==> config.mk <==
export PLATFORM = sky130hd
export DESIGN_NAME = lsu
export DESIGN_NICKNAME = d
export VERILOG_FILES = /design/src/rtl/lsu_pkg.sv /design/src/rtl/load_align.sv /design/src/rtl/lsu.sv
export SDC_FILE = /design/constraint.sdc
export NUM_CORES = 1
export LEC_CHECK = 0
export ABC_AREA = 1
export CAP_MARGIN = 30
export CORE_MARGIN = 8
export CORE_UTILIZATION = 47
export DETAILED_ROUTE_END_ITERATION = 16
export HOLD_SLACK_MARGIN = 0.05
export PLACE_DENSITY = 0.81
export SYNTH_ARGS = -nofsm -noshare
export SYNTH_HDL_FRONTEND = slang
export SYNTH_SLANG_ARGS = --single-unit
==> constraint.sdc <==
create_clock -name clk -period 2.6 [get_ports clk]
set_input_delay 0.52 -clock clk [delete_from_list [all_inputs] [get_ports clk]]
set_output_delay 0.52 -clock clk [all_outputs]
set_load 0.02 [all_outputs]
==> src/rtl/lsu_pkg.sv <==
// Shared types and helpers for the load/store unit: access size, FSM state,
// byte-enable generation and misalignment detection.
package lsu_pkg;

  typedef enum logic [1:0] {
    SizeByte = 2'b00,
    SizeHalf = 2'b01,
    SizeWord = 2'b10
  } size_e;

  typedef enum logic [1:0] {
    StIdle = 2'b00,
    StReq  = 2'b01,
    StDone = 2'b10
  } lsu_state_e;

  // The reserved size encoding behaves as a word access.
  function automatic size_e decode_size(logic [1:0] sz);
    case (sz)
      2'b00:   return SizeByte;
      2'b01:   return SizeHalf;
      default: return SizeWord;
    endcase
  endfunction

  function automatic logic [3:0] byte_en(size_e size, logic [1:0] off);
    case (size)
      SizeByte: return 4'b0001 << off;
      SizeHalf: return off[1] ? 4'b1100 : 4'b0011;
      default:  return 4'b1111;
    endcase
  endfunction

  function automatic logic misaligned(size_e size, logic [1:0] off);
    case (size)
      SizeByte: return 1'b0;
      SizeHalf: return off[0];
      default:  return off != 2'b00;
    endcase
  endfunction

endpackage

==> src/rtl/load_align.sv <==
// Load data alignment: lane select, sign/zero extension and the ARM
// rotate applied to misaligned word loads.
module load_align
  import lsu_pkg::*;
(
  input  logic [31:0] rdata,
  input  logic [1:0]  off,
  input  size_e       size,
  input  logic        uns,
  input  logic        arm,
  output logic [31:0] data
);

  logic [4:0]  sh;
  logic [7:0]  byte_lane;
  logic [15:0] half_lane;
  logic [31:0] rot;

  assign sh        = {off, 3'b000};
  assign byte_lane = 8'(rdata >> sh);
  assign half_lane = 16'(rdata >> {off[1], 4'b0000});
  // A shift of 32 yields zero, so off == 0 degenerates to a pass-through.
  assign rot       = (rdata >> sh) | (rdata << (6'd32 - {1'b0, sh}));

  always_comb begin
    data = rdata;
    case (size)
      SizeByte: data = {{24{byte_lane[7] & ~uns}}, byte_lane};
      SizeHalf: data = {{16{half_lane[15] & ~uns}}, half_lane};
      default:  data = arm ? rot : rdata;
    endcase
  end

endmodule

==> src/rtl/lsu.sv <==
// Memory-stage load/store unit: drives a request/ready data bus, stalls the
// pipeline for the duration of an access and returns extended load data.
module lsu
  import lsu_pkg::*;
#(
  parameter int unsigned ADDR_W = 32
) (
  input  logic              clk,
  input  logic              reset_n,
  input  logic              armM,
  input  logic              MemReadM,
  input  logic              MemWriteM,
  input  logic [1:0]        SizeM,
  input  logic              UnsignedM,
  input  logic [ADDR_W-1:0] ALUResultM,
  input  logic [31:0]       WriteDataM,
  output logic              StallM,
  output logic              MisalignM,
  output logic [31:0]       ReadDataW,
  output logic              dReq,
  output logic              dWE,
  output logic [ADDR_W-1:0] dAddr,
  output logic [3:0]        dBE,
  output logic [31:0]       dWData,
  input  logic              dReady,
  input  logic [31:0]       dRData
);

  lsu_state_e        state_q, state_d;
  logic              dreq_q, dreq_d;
  logic              dwe_q, dwe_d;
  logic [ADDR_W-1:0] daddr_q, daddr_d;
  logic [3:0]        dbe_q, dbe_d;
  logic [31:0]       dwdata_q, dwdata_d;
  logic [31:0]       rdw_q, rdw_d;
  logic [1:0]        off_q, off_d;
  size_e             size_q, size_d;
  logic              uns_q, uns_d;
  logic              arm_q, arm_d;

  size_e       size_in;
  logic        acc;
  logic        fault;
  logic        stall;
  logic [31:0] wdata_rep;
  logic [31:0] load_data;

  assign size_in = decode_size(SizeM);
  assign acc     = MemReadM | MemWriteM;
  assign fault   = acc & ~armM & misaligned(size_in, ALUResultM[1:0]);

  always_comb begin
    case (size_in)
      SizeByte: wdata_rep = {4{WriteDataM[7:0]}};
      SizeHalf: wdata_rep = {2{WriteDataM[15:0]}};
      default:  wdata_rep = WriteDataM;
    endcase
  end

  // Extraction uses the offset/size captured at issue, not the live M inputs.
  load_align u_load_align (
    .rdata (dRData),
    .off   (off_q),
    .size  (size_q),
    .uns   (uns_q),
    .arm   (arm_q),
    .data  (load_data)
  );

  always_comb begin
    state_d  = state_q;
    dreq_d   = dreq_q;
    dwe_d    = dwe_q;
    daddr_d  = daddr_q;
    dbe_d    = dbe_q;
    dwdata_d = dwdata_q;
    rdw_d    = rdw_q;
    off_d    = off_q;
    size_d   = size_q;
    uns_d    = uns_q;
    arm_d    = arm_q;
    stall    = 1'b0;
    case (state_q)
      StIdle: begin
        if (acc && !fault) begin
          stall    = 1'b1;
          state_d  = StReq;
          dreq_d   = 1'b1;
          dwe_d    = MemWriteM;
          daddr_d  = {ALUResultM[ADDR_W-1:2], 2'b00};
          dbe_d    = byte_en(size_in, ALUResultM[1:0]);
          dwdata_d = wdata_rep;
          off_d    = ALUResultM[1:0];
          size_d   = size_in;
          uns_d    = UnsignedM;
          arm_d    = armM;
        end
      end
      StReq: begin
        stall = 1'b1;
        if (dReady) begin
          state_d = StDone;
          dreq_d  = 1'b0;
          if (!dwe_q) rdw_d = load_data;
        end
      end
      // The instruction leaves M here; never look at acc again for it.
      StDone: state_d = StIdle;
      default: begin
        state_d = StIdle;
        dreq_d  = 1'b0;
      end
    endcase
  end

  always_ff @(posedge clk) begin
    if (!reset_n) begin
      state_q  <= StIdle;
      dreq_q   <= 1'b0;
      dwe_q    <= 1'b0;
      daddr_q  <= '0;
      dbe_q    <= '0;
      dwdata_q <= '0;
      rdw_q    <= '0;
      off_q    <= '0;
      size_q   <= SizeByte;
      uns_q    <= 1'b0;
      arm_q    <= 1'b0;
    end else begin
      state_q  <= state_d;
      dreq_q   <= dreq_d;
      dwe_q    <= dwe_d;
      daddr_q  <= daddr_d;
      dbe_q    <= dbe_d;
      dwdata_q <= dwdata_d;
      rdw_q    <= rdw_d;
      off_q    <= off_d;
      size_q   <= size_d;
      uns_q    <= uns_d;
      arm_q    <= arm_d;
    end
  end

  assign StallM    = reset_n & stall;
  assign MisalignM = reset_n & fault;
  assign ReadDataW = rdw_q;
  assign dReq      = dreq_q;
  assign dWE       = dwe_q;
  assign dAddr     = daddr_q;
  assign dBE       = dbe_q;
  assign dWData    = dwdata_q;

endmodule

==> impl_results.md, run 1 <==
* # port buffers at a little over 200
* Post-CTS Setup Inserts at 0
* Hold Path Class: reg -> reg
* Post-synthesis sequential area ratio at between 30% and 40%
* Req. time, crit path at about 2.1 ns
* DR WL/cell at between 15 and 20 um
* Root Driver: clkbuf_16
* Die height at between 100 and 150 um
* Die W at around 130 um
* Routed vias/inst at 5.55
* First-pass GRT wire length at between 30 and 40 mm
* Ant diodes at 0
* Final Hold Viols at 0
* Syn avg cell area at 6.07 um^2
* Residual DRC at 0
* Most frequent cells in the layout: nand2_1, clkdlybuf4s50_1, a21oi_1
* Startpoint types: input port
* Final HPWL DP at 15.9 mm
* Worst-path maximum fanout at 4
* Total number of yosys warnings at 0
* Via count at between 7000 and 8000
* Slowest-stage cell, CP: clkdlybuf4s50_1
* Clock buffer depth at 2
* Initial DRC count at 821
* Total of max-cap violations at 0
* Drt pass-1 iters at 5
* Worst Skew at roughly 0.011 ns
* Leading area contributor after synthesis: dfxtp_1
* Synth Cell Area at around 0.0065 mm^2
* Main combinational cell family by area after synthesis: simple AND/OR/NAND/NOR gates
* Max-slew violations at 0
* Post-route cell area at 0.00886 mm^2
* XOR/XNOR share of the synthesized area at 0%
* Post-Route WL at ~23 mm
* Max_slew headroom at a little under half
* Global route overflow at 0
* Final setup violation count at 0
* Pin count of the biggest net entering global routing at 80
* H-tree levels at 3
* Synth Area in Compound Gates at between 10 and 15%
* Total global routing track utilization at between 20 and 30%
* Post-DRT Antenna Nets at 0
* RePlAce Congestion at roughly 0.9
* Post-synth top area share at 33.3%
* Setup TNS at 0 ns
* Post-synth top flop: dfxtp_1
* Layout Area Growth over Synthesis at 36.4%
* P_leak at 3.80 nW
* Vias in the first global route at 7276
* Number of synthesized flops with an enable pin at 0
* CTS Buf Count at 9
* CTS clk-pin slew, worst paths at about 0.07 ns
* Pwr/cell area at roughly 570 mW/mm^2
* CORE AREA at 0.0137 mm^2
* Die ar. at between 0.015 and 0.02 mm^2
* Clk_lat worst skew at roughly 0.35 ns
* Pre-CTS setup slack at -0.0988 ns
* Simple-Gate Fraction of Synth Area at 42.5%
* Final period util at between 90% and 100%
* Row Count at 43
* Worst Tran Pin Value at approximately 0.8 ns
* Num ports at 209
* Initial core utilization at 47.5%
* Crit path time final at approximately 2.4 ns
* Adder-cell share of the synthesized area at less than 1%
* Status: complete, no violations
* Synth area leaders: dfxtp_1, nand2_1, a21oi_1
* Max incr delay on CP at 0.46 ns
* Mux cell area share after synthesis at 0%
* Synth Register Bits at around 110
* CTS tree: done
* CP endpoint kind: output pin
* Initial antenna violation count at 0
* Worst EP arrival at 1.90 ns
* Ratio of cells with drive above 1 in the final layout at under 10%
* Placed inst area at between 0.008 and 0.009 mm^2
* Setup ws final at 0.183 ns
* Yosys cell types at 27
* Share of flip-flops with an asynchronous set or reset at 0%
* Worst path cell trace: clkdlybuf4s50_1 -> or2_1 -> nand3_2 -> nand3_4 -> a21oi_1 -> dlygate4sd2_1
* Fmax at just over 0.4 GHz
* VDD IR max at about 550 uV
* WS Path Type: in -> out
* RSZ-0062 raised after global routing: no
* Final nets at around 1300
* Commonest non-fill, non-tap cell in the layout: nand2_1
* Post-Synthesis Cells at about 1100
* Clk sink count at approximately 110
[per-layer routing]
layer  global-route usage, %  routed length (um)  vias up
met5                       0                   0        -
met4                    8.80                 601        0
met3                    10.5                2860       48
met2                    39.7               10600      377
met1                    29.7                9150     3574
li1                        -                   -     3851
[cell type report]
class	count	area [um^2]
fill	1264	4800
multi-input combinational	835	3740
timing repair buffer	234	2270
sequential	108	2160
clock buffer	9	225
tap	180	225
inverter	42	158
clock inverter	7	83.8
[per-stage QoR]
step                      power [mW]  hold WS [ns]  instances  utilization (%)
final                           5.03         0.461       1415             64.9
after global routing            5.31         0.474       1415             64.9
after CTS                       5.04         0.462       1415             64.9
after detailed placement        3.60         0.452       1399             62.6
after global placement          3.59         0.447       1399             62.6
after floorplan                 2.95         0.519       1072                -
[Yosys cell counts, types with 4 or more instances]
library cell	n
inv_1	37
nand2_1	375
buf_2	26
o21ai_0	78
a21oi_1	109
clkbuf_1	40
buf_4	13
inv_2	4
nand4_1	69
nor2_1	105
nand3_1	82
dfxtp_1	108
buf_6	5
[timing repair]
| action | CTS | global route |
|---|---|---|
| hold buffers | 0 | 0 |
| endpoints found under the setup margin | 2 | 0 |
| resized for setup | 2 | 0 |
[logic make-up after synthesis]
kind of cell / count (synthesis)
AO/OA/AOI/OAI: 190
flip-flops: 108
adder cells (fa/ha/maj): 1
other: 1
buffers and inverters: 129
AND/OR/NAND/NOR: 642
[worst max-delay path, delay by kind of cell]
| kind | cells | cell delay [ns] |
|---|---|---|
| buffers and inverters | 2 | 0.81 |
| AND/OR/NAND/NOR | 3 | 0.46 |
| AO/OA/AOI/OAI | 1 | 0.12 |
[final timing paths]
kind	start	end	slack, ns	depth (start not counted)
hold reg to reg	dWData[20]$_SDFFE_PN0P_	dWData[20]$_SDFFE_PN0P_	0.46	2
setup / recovery	ALUResultM[0]	StallM	0.18	6
setup reg to reg	off_q[0]$_SDFFE_PN0P_	ReadDataW[31]$_SDFFE_PN0P_	0.55	10
hold / removal	dWData[20]$_SDFFE_PN0P_	dWData[20]$_SDFFE_PN0P_	0.46	2
[sequential cells by signal, summed over array words and instances (netlist names)]
name,cells
state_q,2
dBE,4
dReq,1
dAddr,30
dWE,1
ReadDataW,32
arm_q,1
off_q,2
uns_q,1
dWData,32
size_q,2
[report_power, final]
| part | internal (mW) | switching [mW] | total [mW] | leakage (nW) |
|---|---|---|---|---|
| clock | 0.764 | 0.683 | 1.45 | 0.148 |
| combinational | 0.681 | 1.03 | 1.71 | 2.76 |
| sequential | 1.80 | 0.0814 | 1.88 | 0.887 |
| total | 3.24 | 1.79 | 5.03 | 3.80 |
(Power assumes the default switching activity.)
==> run 2: changes to the inputs <==
--- a/config.mk
+++ b/config.mk
@@ -8,10 +8,11 @@
 export ABC_AREA = 1
 export CAP_MARGIN = 30
 export CORE_MARGIN = 8
-export CORE_UTILIZATION = 47
+export CORE_UTILIZATION = 64
 export DETAILED_ROUTE_END_ITERATION = 16
+export DONT_BUFFER_PORTS = 1
 export HOLD_SLACK_MARGIN = 0.05
-export PLACE_DENSITY = 0.81
+export PLACE_DENSITY = 0.8
 export SYNTH_ARGS = -nofsm -noshare
 export SYNTH_HDL_FRONTEND = slang
 export SYNTH_SLANG_ARGS = --single-unit
==> impl_results.md, run 2 (synthesis results as in run 1) <==
* Status: complete, no violations (unchanged)
* Worst hold start: reset_n (was dWData[20]$_SDFFE_PN0P_)
* Drt pass-1 iters at 5 (unchanged)
* Final HPWL DP at 13.9 mm (was 15.9 mm)
* Setup slack, reg-to-reg at 0.60 ns (was 0.55 ns)
* Setup ws final at 0.603 ns (was 0.183 ns)
* Critical R2R Capture: ReadDataW[31]$_SDFFE_PN0P_ (unchanged)
* Seq. cell area at 0.00216 mm^2 (unchanged)
* Die W at 117 um (was 134 um)
* Part of the power in registers at 49.7% (was 37.3%)
* Worst EP arrival at 2.29 ns (was 1.90 ns)
* Design Power at 4.16 mW (was 5.03 mW)
* Post_cts resized at 0 (was 2)
* Initial core utilization at 66.2% (was 47.5%)
* Root Driver: clkbuf_8 (was clkbuf_16)
* Clk_lat worst skew at 0.39 ns (was 0.35 ns)
* P_leak at 2.94 nW (was 3.80 nW)
* Max_slew headroom at 53.8% (was 45.7%)
* Clk sink count at 108 (unchanged)
* Routed vias/inst at 5.96 (was 5.55)
* CTS Hold Buffers Added at 0 (unchanged)
* Setup TNS at 0 ns (unchanged)
* VDD IR max at 405 uV (was 546 uV)
* Max-slew violations at 0 (unchanged)
* Final core occ at 67.2% (was 64.9%)
* Hold Path Class: in -> reg (was reg -> reg)
* WS Path Type: reg -> reg (was in -> out)
* Footprint of the multi-input gates at 0.00374 mm^2 (about the same)
* Int Pwr at 2.52 mW (was 3.24 mW)
* WHS Path Cells at 2 (unchanged)
* RSZ-0062 raised after global routing: no (unchanged)
* Row Count at 36 (was 43)
* Hold Slack at 0.260 ns (was 0.461 ns)
* CP endpoint kind: flip-flop (was output pin)
* Fmax at 0.501 GHz (was 0.414 GHz)
* Via count at 6876 (was 7850)
* Net Sw Frac at 39.4% (was 35.6%)
* RePlAce Congestion at 0.875 (was 0.910)
* Num ports at 209 (unchanged)
* First-pass GRT wire length at 32.0 mm (was 36.9 mm)
* Clk pwr share at 25.2% (was 28.7%)
* Pin count of the biggest net entering global routing at 80 (unchanged)
* Most frequent cells in the layout: nand2_1, a21oi_1, dfxtp_1 (was nand2_1, clkdlybuf4s50_1, a21oi_1)
* Ratio of cells with drive above 1 in the final layout at 5.00% (was 4.70%)
* Req. time, crit path at 2.89 ns (was 2.08 ns)
* Die ar. at 0.0136 mm^2 (was 0.0178 mm^2)
* DR WL/cell at 17.6 um (was 16.4 um)
* Post-CTS Setup Inserts at 0 (unchanged)
* P_sw at 1.64 mW (was 1.79 mW)
* Worst-path maximum fanout at 9 (was 4)
* Worst Tran Pin Value at 0.692 ns (was 0.814 ns)
* Final setup violation count at 0 (unchanged)
* Layout fillers at 995 (was 1264)
* H-tree levels at 3 (unchanged)
* Initial antenna violation count at 0 (unchanged)
* Crit path time final at 2.00 ns (was 2.42 ns)
* Final Hold Viols at 0 (unchanged)
* Total global routing track utilization at 29.4% (was 25.0%)
* Pre-CTS setup slack at 0.631 ns (was -0.0988 ns)
* CTS Buf Count at 9 (unchanged)
* Post-DRT Antenna Nets at 0 (unchanged)
* Final nets at 1122 (was 1336)
* Vias in the first global route at 6290 (was 7276)
* CTS tree: done (unchanged)
* Initial DRC count at 575 (was 821)
* Final period util at 76.8% (was 93.0%)
* # port buffers at 0 (was 206)
* CORE AREA at 0.00982 mm^2 (was 0.0137 mm^2)
* Post-Route WL at 20.3 mm (was 23.2 mm)
* Commonest non-fill, non-tap cell in the layout: nand2_1 (unchanged)
* Startpoint types: flip-flop (was input port)
* Worst r2r src: off_q[0]$_SDFFE_PN0P_ (unchanged)
* Hold EP: dWE$_SDFFE_PN0P_ (was dWData[20]$_SDFFE_PN0P_)
* Worst r2r path cells at 10 (unchanged)
* CTS clk-pin slew, worst paths at 0.12 ns (was 0.07 ns)
* Layout Area Growth over Synthesis at 1.50% (was 36.4%)
* Clock buffer depth at 2 (unchanged)
* Residual DRC at 0 (unchanged)
* Logic pwr share at 25.1% (was 33.9%)
* Pwr/cell area at 630 mW/mm^2 (was 568 mW/mm^2)
* Total of max-cap violations at 0 (unchanged)
* Global route overflow at 0 (unchanged)
* Worst Skew at 0.0147 ns (was 0.0109 ns)
* Ant diodes at 0 (unchanged)
* Die height at 117 um (was 134 um)
-- run 2: worst max-delay path by stage --
stage	start	end	slack, ns
final	off_q[0]$_SDFFE_PN0P_	ReadDataW[31]$_SDFFE_PN0P_	0.60
after global routing	off_q[0]$_SDFFE_PN0P_	ReadDataW[30]$_SDFFE_PN0P_	0.47
after CTS	size_q[0]$_SDFFE_PN0P_	ReadDataW[14]$_SDFFE_PN0P_	0.61
after detailed placement	size_q[0]$_SDFFE_PN0P_	ReadDataW[14]$_SDFFE_PN0P_	0.63
after global placement	ALUResultM[1]	dWData[8]$_SDFFE_PN0P_	0.70
after floorplan	SizeM[1]	StallM	0.52
-- run 2: per-stage QoR --
step,instance area [um^2],instances
after floorplan,6500,1072
after global placement,6380,1137
after detailed placement,6380,1137
after CTS,6590,1153
after global routing,6600,1154
final,6600,1154
-- run 2: area by class of cell --
class,count,area share (%)
clock inverter,7,1.20
timing repair buffer,20,2.47
inverter,42,2.39
multi-input combinational,835,56.8
tap,133,2.52
sequential,108,32.8
clock buffer,9,1.88
-- run 2: power groups by stage --
stage / clock network [mW] / logic (mW) / registers, mW
detailed placement: 0 / 1.02 / 2.11
global route: 1.13 / 1.18 / 2.09
global placement: 0 / 1.01 / 2.11
finish: 1.05 / 1.04 / 2.07
floorplan: 0 / 0.884 / 2.06
CTS: 1.06 / 1.02 / 2.07
-- run 2: per-layer routing --
layer	part of all wire (%)	wire, um	global-route usage, %	up-vias
met5	0	0	0	-
met4	3.7	746	12.9	0
met3	11	2320	11.9	52
met2	49	9840	49.0	314
met1	36	7380	32.4	3097
li1	-	-	-	3413
-- run 2: worst max-delay path, stage by stage, from the launching register on --
cell and delay [ns]:
dfxtp_1 0.36, inv_2 0.05, ha_1 0.32, nand2_1 0.29
clkinv_1 0.36, nand2_1 0.16, nand2_1 0.05, nor2_1 0.10
nor2_1 0.08, nor2_1 0.10, nor2_1 0.05
==> run 3: changes to the inputs <==
--- a/config.mk
+++ b/config.mk
@@ -8,11 +8,11 @@
 export ABC_AREA = 1
 export CAP_MARGIN = 30
 export CORE_MARGIN = 8
-export CORE_UTILIZATION = 64
+export CORE_UTILIZATION = 58
 export DETAILED_ROUTE_END_ITERATION = 16
 export DONT_BUFFER_PORTS = 1
 export HOLD_SLACK_MARGIN = 0.05
-export PLACE_DENSITY = 0.8
+export PLACE_DENSITY = 0.76
 export SYNTH_ARGS = -nofsm -noshare
 export SYNTH_HDL_FRONTEND = slang
 export SYNTH_SLANG_ARGS = --single-unit
==> constraint.sdc (replaced) <==
create_clock -name clk -period 1.7 [get_ports clk]
set_input_delay 0.34 -clock clk [delete_from_list [all_inputs] [get_ports clk]]
set_output_delay 0.34 -clock clk [all_outputs]
set_load 0.02 [all_outputs]
==> impl_results.md, run 3 (synthesis results as in run 1) <==
* Status: complete, no violations (unchanged)
* Initial antenna violation count at 0 (unchanged)
* Post-Route WL at 21.5 mm (was 20.3 mm)
* Clk_lat worst skew at 0.39 ns (about the same)
* Worst EP arrival at 1.27 ns (was 2.29 ns)
* Placed inst area at 0.00658 mm^2 (was 0.00638 mm^2)
* Final nets at 1138 (was 1122)
* Pre-CTS setup slack at 0.131 ns (was 0.631 ns)
* Drt pass-1 iters at 5 (unchanged)
* Clock buffer depth at 2 (unchanged)
* Vias in the first global route at 6603 (was 6290)
* Die W at 122 um (was 117 um)
* WS Path Type: reg -> out (was reg -> reg)
* CTS clk-pin slew, worst paths at 0.11 ns (was 0.12 ns)
* Final Hold Viols at 0 (unchanged)
* Worst-path maximum fanout at 4 (was 9)
* Initial DRC count at 662 (was 575)
* Hold Path Class: in -> reg (unchanged)
* Inst Count DP at 1157 (was 1137)
* Post-DRT Antenna Nets at 0 (unchanged)
* H-tree levels at 3 (unchanged)
* CORE AREA at 0.0109 mm^2 (was 0.00982 mm^2)
* Worst r2r src: off_q[0]$_SDFFE_PN0P_ (unchanged)
* Die height at 122 um (was 117 um)
* RePlAce Congestion at 0.883 (was 0.875)
* Final HPWL DP at 14.8 mm (was 13.9 mm)
* Max_slew headroom at 58.4% (was 53.8%)
* Crit path launch: state_q[1]$_SDFFE_PN0P_ (was off_q[0]$_SDFFE_PN0P_)
* Residual DRC at 0 (unchanged)
* Worst Tran Pin Value at 0.623 ns (was 0.692 ns)
* Total global routing track utilization at 28.0% (was 29.4%)
* Setup TNS at 0 ns (unchanged)
* DR WL/cell at 18.2 um (was 17.6 um)
* Pin count of the biggest net entering global routing at 63 (was 80)
* RSZ-0062 raised after global routing: no (unchanged)
* Pwr/cell area at 960 mW/mm^2 (was 630 mW/mm^2)
* Post-Layout Cell Count at 1177 (was 1154)
* Final period util at between 90 and 100%
* CTS tree: done (unchanged)
* Setup ws final at 0.0861 ns (was 0.603 ns)
* Via count at 7027 (was 6876)
* Post-route cell area at 0.00685 mm^2 (was 0.00660 mm^2)
* Final setup violation count at 0 (unchanged)
* VDD IR max at 637 uV (was 405 uV)
* Total of max-cap violations at 0 (unchanged)
* First-pass GRT wire length at 33.6 mm (was 32.0 mm)
* Req. time, crit path at 1.36 ns (was 2.89 ns)
* Root Driver: clkbuf_8 (unchanged)
* CTS Buf Count at 9 (unchanged)
* Die ar. at 0.0148 mm^2 (was 0.0136 mm^2)
* Worst hold start: reset_n (unchanged)
* Worst Skew at 0.0189 ns (was 0.0147 ns)
* Ant diodes at 0 (unchanged)
* Layout Area Growth over Synthesis at 5.35% (was 1.50%)
* Layout fillers at 1075 (was 995)
* Row Count at 38 (was 36)
* CP endpoint kind: output pin (was flip-flop)
* Num ports at 209 (unchanged)
* Most frequent cells in the layout: nand2_1, a21oi_1, dfxtp_1 (unchanged)
* Max-slew violations at 0 (unchanged)
* Initial core utilization at 59.7% (was 66.2%)
* Fmax at approximately 0.62 GHz
* P_leak at 3.07 nW (was 2.94 nW)
* Routed vias/inst at 5.97 (was 5.96)
* # port buffers at 0 (unchanged)
* Crit path time final at approximately 1.6 ns
* Clk sink count at 108 (unchanged)
* Commonest non-fill, non-tap cell in the layout: nand2_1 (unchanged)
* Startpoint types: flip-flop (unchanged)
* Ratio of cells with drive above 1 in the final layout at 6.75% (was 5.00%)
* Global route overflow at 0 (unchanged)
[run 3: where the power goes]
part	internal [mW]	total (mW)	switching (mW)
clock	0.710	1.66	0.945
combinational	0.624	1.76	1.14
sequential	2.75	3.16	0.407
[run 3: stage by stage]
step                      total power, mW  hold slack [ns]  utilization (%)
after detailed placement             4.92            0.475             60.4
after global routing                 6.93           0.0642             62.9
final                                6.57           0.0804             62.9
after floorplan                      4.55            0.475                -
after global placement               4.90            0.478             60.4
after CTS                            6.56           0.0602             62.5
[run 3: worst paths after layout]
| path | to | slack [ns] | depth (start not counted) |
|---|---|---|---|
| setup reg to reg | ReadDataW[21]$_SDFFE_PN0P_ | 0.14 | 10 |
| hold / removal | off_q[0]$_SDFFE_PN0P_ | 0.08 | 2 |
| hold reg to reg | size_q[1]$_SDFFE_PN0P_ | 0.54 | 2 |
| setup / recovery | StallM | 0.09 | 4 |
[run 3: timing repair]
action                                  in CTS  in global routing
resized for setup                            0                  4
cloned                                       0                  1
hold buffers                                 1                  0
pin swaps                                    1                  1
buffers inserted                             1                  1
endpoints found under the setup margin       1                  8
endpoints found under the hold margin        2                  0
[run 3: area by class of cell]
class	count	area (um^2)	area share [%]
inverter	42	160	2.34
multi-input combinational	835	3770	55.1
timing repair buffer	36	369	5.39
clock inverter	6	77.6	1.13
sequential	108	2160	31.6
tap	140	175	2.56
clock buffer	10	128	1.86
[run 3: routing by layer]
layer / wire [um] / vias to the layer above / GRT usage (%)
met4: 711 / 0 / 13.5
li1: - / 3457 / -
met1: 7940 / 3179 / 31.0
met5: 0 / - / 0
met3: 2450 / 51 / 10.5
met2: 10400 / 340 / 46.7
[run 3: worst max-delay path: stages, from the launching register on]
cell and delay, ns:
dfxtp_1 0.35, nor2_4 0.15, nand3_4 0.10, a21oi_2 0.12, buf_4 0.15
